[src/rtl/lsl8_seq.sv]
// Sequential 8-bit shifter: logical shift left or rotate left by 0..7,
// one bit per clock, with a registered result, carry and done pulse.
module lsl8_seq (
  input  logic       clk,
  input  logic       reset,
  input  logic       start,
  input  logic       mode,
  input  logic [7:0] d_in,
  input  logic [2:0] shamt,
  output logic [7:0] d_out,
  output logic       carry_out,
  output logic       busy,
  output logic       done
);

  typedef enum logic {IDLE, SHIFT} state_t;

  state_t     state;
  logic [7:0] work;
  logic [2:0] count;
  logic       mode_q;
  logic [8:0] step;

  // One left step; bit 8 of the result is the bit leaving position 7.
  function automatic logic [8:0] shift_step(input logic [7:0] val, input logic rot);
    logic fill;
    fill = rot ? val[7] : 1'b0;
    return {val[7], val[6:0], fill};
  endfunction

  always_comb begin
    step = shift_step(work, mode_q);
  end

  always_ff @(posedge clk or posedge reset) begin
    if (reset) begin
      state     <= IDLE;
      work      <= 8'h00;
      count     <= 3'd0;
      mode_q    <= 1'b0;
      d_out     <= 8'h00;
      carry_out <= 1'b0;
      busy      <= 1'b0;
      done      <= 1'b0;
    end else begin
      done <= 1'b0;
      case (state)
        IDLE: begin
          if (start) begin
            if (shamt == 3'd0) begin
              d_out     <= d_in;
              carry_out <= 1'b0;
              done      <= 1'b1;
            end else begin
              work   <= d_in;
              count  <= shamt;
              mode_q <= mode;
              state  <= SHIFT;
              busy   <= 1'b1;
            end
          end
        end
        SHIFT: begin
          // start is deliberately ignored here; operands were latched at acceptance
          work  <= step[7:0];
          count <= count - 3'd1;
          if (count == 3'd1) begin
            d_out     <= step[7:0];
            carry_out <= step[8];
            done      <= 1'b1;
            state     <= IDLE;
            busy      <= 1'b0;
          end
        end
        default: begin
          state <= IDLE;
          busy  <= 1'b0;
        end
      endcase
    end
  end

endmodule

[config.mk]
export PLATFORM = sky130hd
export DESIGN_NAME = lsl8_seq
export DESIGN_NICKNAME = d
export VERILOG_FILES = /design/src/rtl/lsl8_seq.sv
export SDC_FILE = /design/constraint.sdc
export NUM_CORES = 1
export LEC_CHECK = 0
export ABC_AREA = 1
export BUFFER_PORTS_ARGS = -buffer_cell sky130_fd_sc_hd__buf_4
export CORE_UTILIZATION = 46
export CTS_BUF_LIST = sky130_fd_sc_hd__clkbuf_8
export DETAILED_ROUTE_END_ITERATION = 12
export PLACE_DENSITY = 0.77
export SYNTH_ARGS = -nofsm -noshare
export SYNTH_HDL_FRONTEND = slang
export SYNTH_SLANG_ARGS = --single-unit
[constraint.sdc]
create_clock -name clk -period 1.07 [get_ports clk]
set_input_delay 0.214 -clock clk [delete_from_list [all_inputs] [get_ports clk]]
set_output_delay 0.214 -clock clk [all_outputs]
set_load 0.05 [all_outputs]
==> out/metrics.yaml, run 1 <==
setup_path:
  worstReg2RegEnd: "count[1]"
  slowest_stage: "dfrtp_1"
  worst_setup_path_start_kind: "flop"
  cp_num_cells: 5
  cp-startpoint: "count[1]"
  arrival_ps: 1350
  rr_startpoint: "count[1]"
  worstPathRequired_ps: 1270
  path_cells: "inv_2 -> ha_2 -> o21ai_1 -> nand3_2 -> nand2_1"
  crit_type: "reg2reg"
  reg2reg_depth: 5
  crit_family: "flip-flops"
  endpoint_kind: "flop"
  worstPathMaxFanout: 2
  critical-path-max-stage-delay_ps: 410
  reg2reg_slack_ps: -80
  crit_end: "count[1]"
  cp_num_buf_inv: 1
clock_network:
  cts_buffers: 3
  cts.sinks: 24
  root_buffer: "clkbuf_8"
  clkLatencyLatePin_ps: 260
  htree_levels: 1
  tritoncts: "done"
  clk_pin_slew_worst_paths_ps: 80
  ctsHoldBuffers: 0
  cts_setup_buffers: 0
  cts_buffer_depth: 2
yosys:
  syn_area_per_cell_sq_um: 7.83
  syn_area_sq_mm: 0.00117
  synth_cells: 149
  synth_fp_nets: 166
  yosysTopAreaCell: "dfrtp_1"
  ys_ff_latch: 24
  yosysWarningCount: 0
  synth_cell_type_count: 15
  ys_seq_area_frac: 0.515
  synth_area_leaders: "dfrtp_1, nand2_1, nand3_1, inv_1, buf_2"
  yosysTopAreaCellShare: 0.515
placement:
  gp_congestion: 0.824
  preCtsSetupSlack_ps: -71.3
  postPlaceCellArea_sq_mm: 0.00145
  io_buffer_count: 25
  place_hpwl_um: 1930
pwr:
  swShare: 0.479
  power.density_mw_per_mm2: 2940
  p_comb_frac: 0.579
  netSwitchingPower_mw: 2.48
  clkPwrFrac: 0.100
  intPower_mw: 2.70
  ir_worst_vdd_mv: 1.89
  seqPwrFrac: 0.321
  power_leakage_nw: 0.929
outcome:
  violations: "hold timing, setup timing"
  status: "finished with violations"
routing:
  vias: 1197
  dr.pass1.iters: 5
  drtIter0Drc: 34
  drc: 0
  antenna_left: 0
  wl_per_cell_um: 16.1
  viasPerCell: 5.59
  totalWireLength_um: 3440
timing:
  setup_viol: 22
  period_share: 1.07
  drv_slew: 0
  skew_ps: 4.29
  rsz0062_at_grt: "yes"
  max_freq_ghz: 0.871
  setup_tns_ps: -993
  fin_crit_ps: 1150
  worst_pin_slew_ps: 312
  setup_slack_ps: -78.3
  holdWs_ps: -11.6
  hold_violations: 8
  maxSlewHeadroom: 0.792
cells_and_area:
  nNetsFinal: 205
  final_common_cell: "nand2_1"
  syn2layout_area_growth_pct: 51.3
  final_cell_area_sq_mm: 0.00176
  layout_common_cells: "nand2_1, dfrtp_1, nand2_2, buf_4, buf_6"
  antennaDiodeCount: 0
  n_fill_cell: 141
  drive_gt1_frac: 0.478
floorplan:
  die_area_sq_mm: 0.00274
  num_rows: 17
  start_util: 0.508
  die_y_um: 52.4
  core_sq_mm: 0.00230
  io_pins: 26
  die_w_um: 52.4
flow_run:
  maxCapViolations: 0
global_route:
  grt_max_degree: 25
  grt_overflow: 0
  grt_pass1_vias: 1072
  track_usage: 0.248
  grt_pass1_wl_um: 4930
  antenna_found_initial: 0
hold_path:
  worstHoldPathType: "in2async"
## layout make-up
| cell class | count | area (sq um) | share of cell area |
|---|---|---|---|
| flip-flops and latches | 24 | 602 | 0.341 |
| repair buffers | 37 | 345 | 0.196 |
| well taps | 28 | 35.0 | 0.0199 |
| inverters | 9 | 36.3 | 0.0206 |
| multi-input cells | 113 | 704 | 0.399 |
| clock buffers | 3 | 41.3 | 0.0234 |
## repair_timing
item / CTS / global route
resized for setup: 24 / 44
pin swaps: 8 / 9
endpoints found under the hold margin: 0 / 0
gates cloned: 4 / 0
endpoints found under the setup margin: 24 / 31
## layer usage
layer	wire length (um)	track usage
met2	1770	0.418
met1	1340	0.327
met4	106	0.101
met5	0	0
met3	223	0.0174
## registers in the layout, indices dropped and copies added (netlist names)
name / count
mode_q: 1
count: 3
done: 1
d_out: 8
state: 1
work: 8
busy: 1
carry_out: 1
## synth_stat cells (all sizes together)
cell,n
and3,1
buf,6
dfrtp,24
ha,2
inv,9
nand2,77
nand3,25
nand4,1
nor2,2
o21ai,2
## worst min-delay path by stage
stage / from / to / cells after the start
6_report: reset / mode_q / 3
5_1_grt: reset / busy / 3
3_3_place_gp: reset / mode_q / 3
2_1_floorplan: reset / busy / 1
4_1_cts: reset / mode_q / 3
3_5_place_dp: reset / mode_q / 3
## worst register-to-register path: stages (launching register included)
cell and delay (ps):
dfrtp_1 410, inv_2 100, ha_2 270, o21ai_1 160, nand3_2 80, nand2_1 80
## cell families after synthesis
kind of cell	Yosys count	share of synthesized area
fa+ha+maj	2	0.0215
simple gates	106	0.398
compound gates	2	0.00858
buf+inv	15	0.0569
flops	24	0.515
## through the flow
step                std cells  utilization  power (mW)
floorplan                 149            -        3.19
global placement          207        0.633        3.84
detailed placement        207        0.633        3.90
CTS                       214        0.701        4.68
global route              214        0.768        5.49
finish                    214        0.768        5.18
## power groups by stage
stage / Combinational, mW / Clock [mW] / Sequential, mW
finish: 3.00 / 0.517 / 1.66
global placement: 2.29 / 0 / 1.55
CTS: 2.56 / 0.533 / 1.58
global route: 3.23 / 0.560 / 1.70
floorplan: 1.08 / 0 / 2.11
detailed placement: 2.33 / 0 / 1.57
Note: power is estimated with default switching activity, not from simulation.
==> run 2, diff against run 1 <==
CELL_PAD_IN_SITES_DETAIL_PLACEMENT = 1   (was unset)
CELL_PAD_IN_SITES_GLOBAL_PLACEMENT = 1   (was unset)
CORE_UTILIZATION = 36   (was 46)
PLACE_DENSITY = 0.82   (was 0.77)
==> run 2 against run 1 <==
Net effect: the flow finishes with violations (setup timing); combinational power up 23%; power up 20%; core utilization down 11 points; die area up 27%; global-route usage up 1.1 points; first-iteration DRC count up 29%; worst hold slack better by 220 ps; sequential share of layout area down 4.1 points; sequential cell count unchanged; critical path type unchanged; design area up 13%; wire length up 48%.
==> out/metrics.yaml, run 2 (same netlist as run 1, synthesis figures left out) <==
routing:
  drc: 0
  viasPerCell: 5.38
  wl_per_cell_um: 21.1
  vias: 1290
  drtIter0Drc: 44
  dr.pass1.iters: 4
  totalWireLength_um: 5070
  antenna_left: 0
flow_run:
  maxCapViolations: 0
placement:
  dp.cells: 224
  gp_congestion: 0.795
  postPlaceCellArea_sq_mm: 0.00148
  place_hpwl_um: 2410
  io_buffer_count: 25
floorplan:
  die_y_um: 58.9
  core_sq_mm: 0.00305
  die_area_sq_mm: 0.00347
  die_w_um: 58.9
  num_rows: 20
  io_pins: 26
  start_util: 0.382
pwr:
  ir_worst_vdd_mv: 1.56
  power_leakage_nw: 1.07
  power_mw: 6.19
  power.density_mw_per_mm2: 3090
setup_path:
  cp-startpoint: "count[0]"
  crit_family: "flip-flops"
  rr_startpoint: "count[0]"
  critical-path-max-stage-delay_ps: 420
  reg2reg_slack_ps: -160
  endpoint_kind: "flop"
  path_common_cell: "nand2_1"
  cp_num_buf_inv: 1
  cp_num_cells: 6
  worstPathMaxFanout: 7
  worstReg2RegEnd: "d_out[6]"
  arrival_ps: 1410
  worstPathRequired_ps: 1250
  crit_type: "reg2reg"
  worst_setup_path_start_kind: "flop"
  reg2reg_depth: 6
  slowest_stage: "dfrtp_1"
  path_cells: "buf_6 -> ha_4 -> nand3_4 -> nand2_4 -> nand2_1 -> nand2_1"
  crit_end: "d_out[6]"
clock_network:
  tritoncts: "done"
  root_buffer: "clkbuf_8"
  cts.sinks: 24
  clk_pin_slew_worst_paths_ps: 90
  cts_buffer_depth: 2
  cts_buffers: 3
  clkLatencyLatePin_ps: 280
  htree_levels: 1
timing:
  rsz0062_at_grt: "yes"
  setup_slack_ps: -159
  period_share: 1.15
  worst_pin_slew_ps: 311
  fin_crit_ps: 1230
  setup_viol: 24
  drv_slew: 0
  max_freq_ghz: 0.814
  holdWs_ps: 206
  skew_ps: 3.59
  hold_violations: 0
  maxSlewHeadroom: 0.793
cells_and_area:
  final_cell_area_sq_mm: 0.00200
  utilization: 0.656
  layout_common_cells: "nand2_1, nand2_2, buf_4"
  final_common_cell: "nand2_1"
  reg_top3: "d_out x8, work x8, count x3"
  nNetsFinal: 214
  syn2layout_area_growth_pct: 71.7
  fin_cells: 240
  drive_gt1_frac: 0.597
  antennaDiodeCount: 0
hold_path:
  worstHoldPathType: "in2reg"
global_route:
  track_usage: 0.259
  antenna_found_initial: 0
  grt_overflow: 0
  grt_pass1_wl_um: 6490
  grt_max_degree: 25
  grt_pass1_vias: 1247
outcome:
  violations: "setup timing"
  status: "finished with violations"
run 2: changes by cell type in the layout (fill, tap and decap cells not counted), sizes merged:
| cell | change |
|---|---|
| buf | +8 |
| bufinv | +1 |
| clkinv | +1 |
| dlygate4sd3 | +1 |
| inv | -1 |
run 2: where the power goes:
group	internal [mW]	switching [mW]	leakage [nW]
Combinational	1.38	2.30	0.736
Clock	0.501	0.324	0.0357
Sequential	1.31	0.381	0.301
run 2: worst register-to-register path: cells and delay by family (launching register included):
family        cells  cell delay, ps
fa+ha+maj         1             170
buf+inv           1             140
flops             1             420
simple gates      4             400
run 2: area by class of cell:
| type | count | area [sq um] |
|---|---|---|
| fill | 355 | 1050 |
| tap | 44 | 55.1 |
| clock inverter | 1 | 30.0 |
| inverter | 9 | 38.8 |
| multi-input combinational | 113 | 812 |
| clock buffer | 3 | 41.3 |
| timing repair buffer | 46 | 423 |
| sequential | 24 | 602 |
run 2: worst min path at each step:
stage | slack, ps | cells after the start | from | endpoint
floorplan | 230 | 1 | reset | busy
global placement | 280 | 3 | reset | busy
detailed placement | 290 | 3 | reset | busy
CTS | 170 | 3 | mode | mode_q
global route | 210 | 3 | mode | mode_q
finish | 210 | 3 | mode | mode_q
run 2: stage by stage:
| step | TNS, ps | worst slack (ps) |
|---|---|---|
| final | -2570 | -159 |
| after global routing | -3190 | -181 |
| after CTS | -749 | -75.2 |
| after detailed placement | -1210 | -112 |
| after global placement | -618 | -44.2 |
| after floorplan | -50.6 | -5.62 |
run 2: layer usage:
metal | GRT usage | routed length, um | vias up | share of wire
li1 | - | - | 569 | -
met1 | 0.313 | 2150 | 662 | 0.42
met2 | 0.445 | 2580 | 45 | 0.51
met3 | 0.0505 | 211 | 14 | 0.042
met4 | 0.112 | 136 | 0 | 0.027
met5 | 0 | 0 | - | 0
run 2: what timing repair did:
| action | in CTS | in global routing |
|---|---|---|
| endpoints found under the setup margin | 33 | 30 |
| hold buffers | 1 | 0 |
| resized for setup | 42 | 59 |
| setup buffers | 2 | 5 |
| gates cloned | 4 | 0 |
| pin swaps | 12 | 19 |
| endpoints found under the hold margin | 24 | 0 |
==> run 3, diff against run 2 <==
ABC_AREA = unset   (was 1)
CORE_UTILIZATION = 44   (was 36)
PLACE_DENSITY = 0.85   (was 0.82)
clock period = 1.4 ns   (was 1.07 ns; I/O delays follow)
==> run 3 against run 2 <==
Net effect: the run still ends with setup timing left; fmax shrank 15%; worst hold slack got worse by 150 ps; clock power decreased by 27%; non-clock buffer count shrank 3; sequential power shrank 21%; critical path depth is 2 lower; core utilization grew 2.2 points; global-route usage rose by 1.3 points; register-to-register slack better by 110 ps; critical path type unchanged; critical endpoint is now d_out[7].
==> out/metrics.yaml, run 3 <==
outcome:
  status: "finished with violations"
  violations: "setup timing"
yosys:
  synth_edf_count: 0
  synthArstFlopShare: 1.00
  yosysMostFrequentCell: "dfrtp_1"
  syn_area_per_cell_sq_um: 13.0
  yosysTopAreaCellShare: 0.493
  synth_cells: 94
  yosysWarningCount: 0
  synth_area_leaders: "dfrtp_1, mux2_2, mux2_4, o32a_2, o21a_1"
  synth_flop_cell: "dfrtp_1"
  syn_area_sq_mm: 0.00122
  synth_cell_type_count: 31
  synth_fp_nets: 111
  ys_seq_area_frac: 0.493
  ys_ff_latch: 24
  yosysTopAreaCell: "dfrtp_1"
  synth_common_cells: "dfrtp_1, mux2_2, o21a_1, o32a_2"
timing:
  skew_ps: 1.11
  worst_pin_slew_ps: 314
  max_freq_ghz: 0.690
  hold_violations: 0
  drv_slew: 0
  period_share: 1.03
  maxSlewHeadroom: 0.790
  setup_viol: 8
  fin_crit_ps: 1450
  setup_slack_ps: -48.6
  rsz0062_at_grt: "yes"
  holdWs_ps: 55.8
pwr:
  ir_worst_vdd_mv: 1.85
  power_leakage_nw: 0.790
  power_mw: 4.37
  power.density_mw_per_mm2: 2530
global_route:
  grt_overflow: 0
  track_usage: 0.271
  grt_pass1_wl_um: 5380
  grt_pass1_vias: 1018
  antenna_found_initial: 0
  grt_max_degree: 25
setup_path:
  worstReg2RegEnd: "d_out[7]"
  path_cells: "nand3b_1 -> buf_6 -> o32a_4 -> o21a_1"
  crit_type: "reg2reg"
  cp-startpoint: "count[2]"
  arrival_ps: 1610
  crit_end: "d_out[7]"
  slowest_stage: "dfrtp_1"
  endpoint_kind: "flop"
  reg2reg_slack_ps: -50
  rr_startpoint: "count[2]"
  critical-path-max-stage-delay_ps: 460
  worst_setup_path_start_kind: "flop"
  worstPathMaxFanout: 5
  reg2reg_depth: 4
  worstPathRequired_ps: 1560
floorplan:
  core_sq_mm: 0.00254
  start_util: 0.478
  io_pins: 26
  die_y_um: 54.6
  die_w_um: 54.6
  num_rows: 18
  die_area_sq_mm: 0.00298
routing:
  drtIter0Drc: 9
  vias: 960
  wl_per_cell_um: 21.3
  dr.pass1.iters: 4
  antenna_left: 0
  viasPerCell: 5.82
  totalWireLength_um: 3520
  drc: 0
clock_network:
  cts_buffer_depth: 2
  cts.sinks: 24
  clk_pin_slew_worst_paths_ps: 90
  tritoncts: "done"
  ctsHoldBuffers: 0
  root_buffer: "clkbuf_8"
  htree_levels: 1
  clkLatencyLatePin_ps: 260
  cts_buffers: 3
cells_and_area:
  drive_gt1_frac: 0.615
  final_common_cell: "buf_4"
  n_fill_cell: 251
  layout_common_cells: "buf_4, dfrtp_1, mux2_2"
  reg_top3: "d_out x8, work x8, count x3"
  antennaDiodeCount: 0
  nNetsFinal: 153
  syn2layout_area_growth_pct: 41.7
placement:
  place_hpwl_um: 2300
  io_buffer_count: 25
  gp_congestion: 0.709
  preCtsSetupSlack_ps: -235
flow_run:
  maxCapViolations: 0
hold_path:
  worstHoldPathType: "in2async"
==> run 3: changes by cell type after synthesis, sizes merged, moves of 2 or more <==
| cell | previous run | this run |
|---|---|---|
| nor3 | 0 | 2 |
| nand2 | 77 | 2 |
| a21o | 0 | 3 |
| a21oi | 0 | 2 |
| buf | 6 | 4 |
| o21ai | 2 | 4 |
| nand3 | 25 | 1 |
| clkbuf | 0 | 2 |
| inv | 9 | 6 |
| o21a | 0 | 7 |
| mux2 | 0 | 16 |
| o32a | 0 | 7 |
==> run 3: power by group <==
part / internal (mW) / leakage (nW) / switching [mW] / total [mW]
registers: 1.05 / 0.282 / 0.297 / 1.34
clock network: 0.382 / 0.0357 / 0.224 / 0.606
logic: 1.16 / 0.472 / 1.27 / 2.42
total: 2.59 / 0.790 / 1.79 / 4.37
==> run 3: worst min-delay path by stage <==
stage / end / slack, ps
floorplan: busy / 290
global placement: work[1] / 350
detailed placement: d_out[1] / 350
CTS: work[1] / 60
global route: d_out[1] / 90
finish: d_out[1] / 60
==> run 3: worst max-delay path: cells and delay by family (launching register included) <==
family | cells | cell delay, ps
compound gates | 2 | 300
flops | 1 | 460
simple gates | 1 | 350
buf+inv | 1 | 230
==> run 3: timing repair <==
item                                    4_1_cts  5_1_grt
pin swaps                                     5        1
resized for setup                            10        7
endpoints found under the setup margin        9       17
setup buffers                                 1        1
==> run 3: metrics by stage <==
stage	utilization	cell area [sq um]	TNS, ps	instances
2_1_floorplan	-	1230	-839	94
3_3_place_gp	0.604	1540	-3040	159
3_5_place_dp	0.604	1540	-3270	159
4_1_cts	0.665	1690	-247	164
5_1_grt	0.678	1730	-797	165
6_report	0.678	1730	-271	165
==> run 3: cell families (layout without fill, tap and decap cells) <==
family	after synthesis	count (layout)	synth area share
simple gates	11	11	0.0463
buf+inv	12	53	0.0586
flops	24	24	0.493
fa+ha+maj	2	2	0.0206
compound gates	28	28	0.208
xor+xnor	1	1	0.00720
mux	16	16	0.166
==> run 3: cell type report <==
type	count	area (sq um)	share of cell area
Clock buffer	3	41.3	0.0239
Clock inverter	1	30.0	0.0174
Inverter	6	22.5	0.0131
Multi-Input combinational cell	58	644	0.373
Sequential cell	24	603	0.350
Tap cell	30	37.5	0.0218
Timing Repair Buffer	43	347	0.201
==> run 3: metal layers <==
layer,vias to the layer above,GRT usage,part of all wire
met5,-,0,0
met4,0,0.120,0.024
met3,8,0.0472,0.031
met2,30,0.450,0.51
met1,494,0.341,0.43
li1,428,-,-
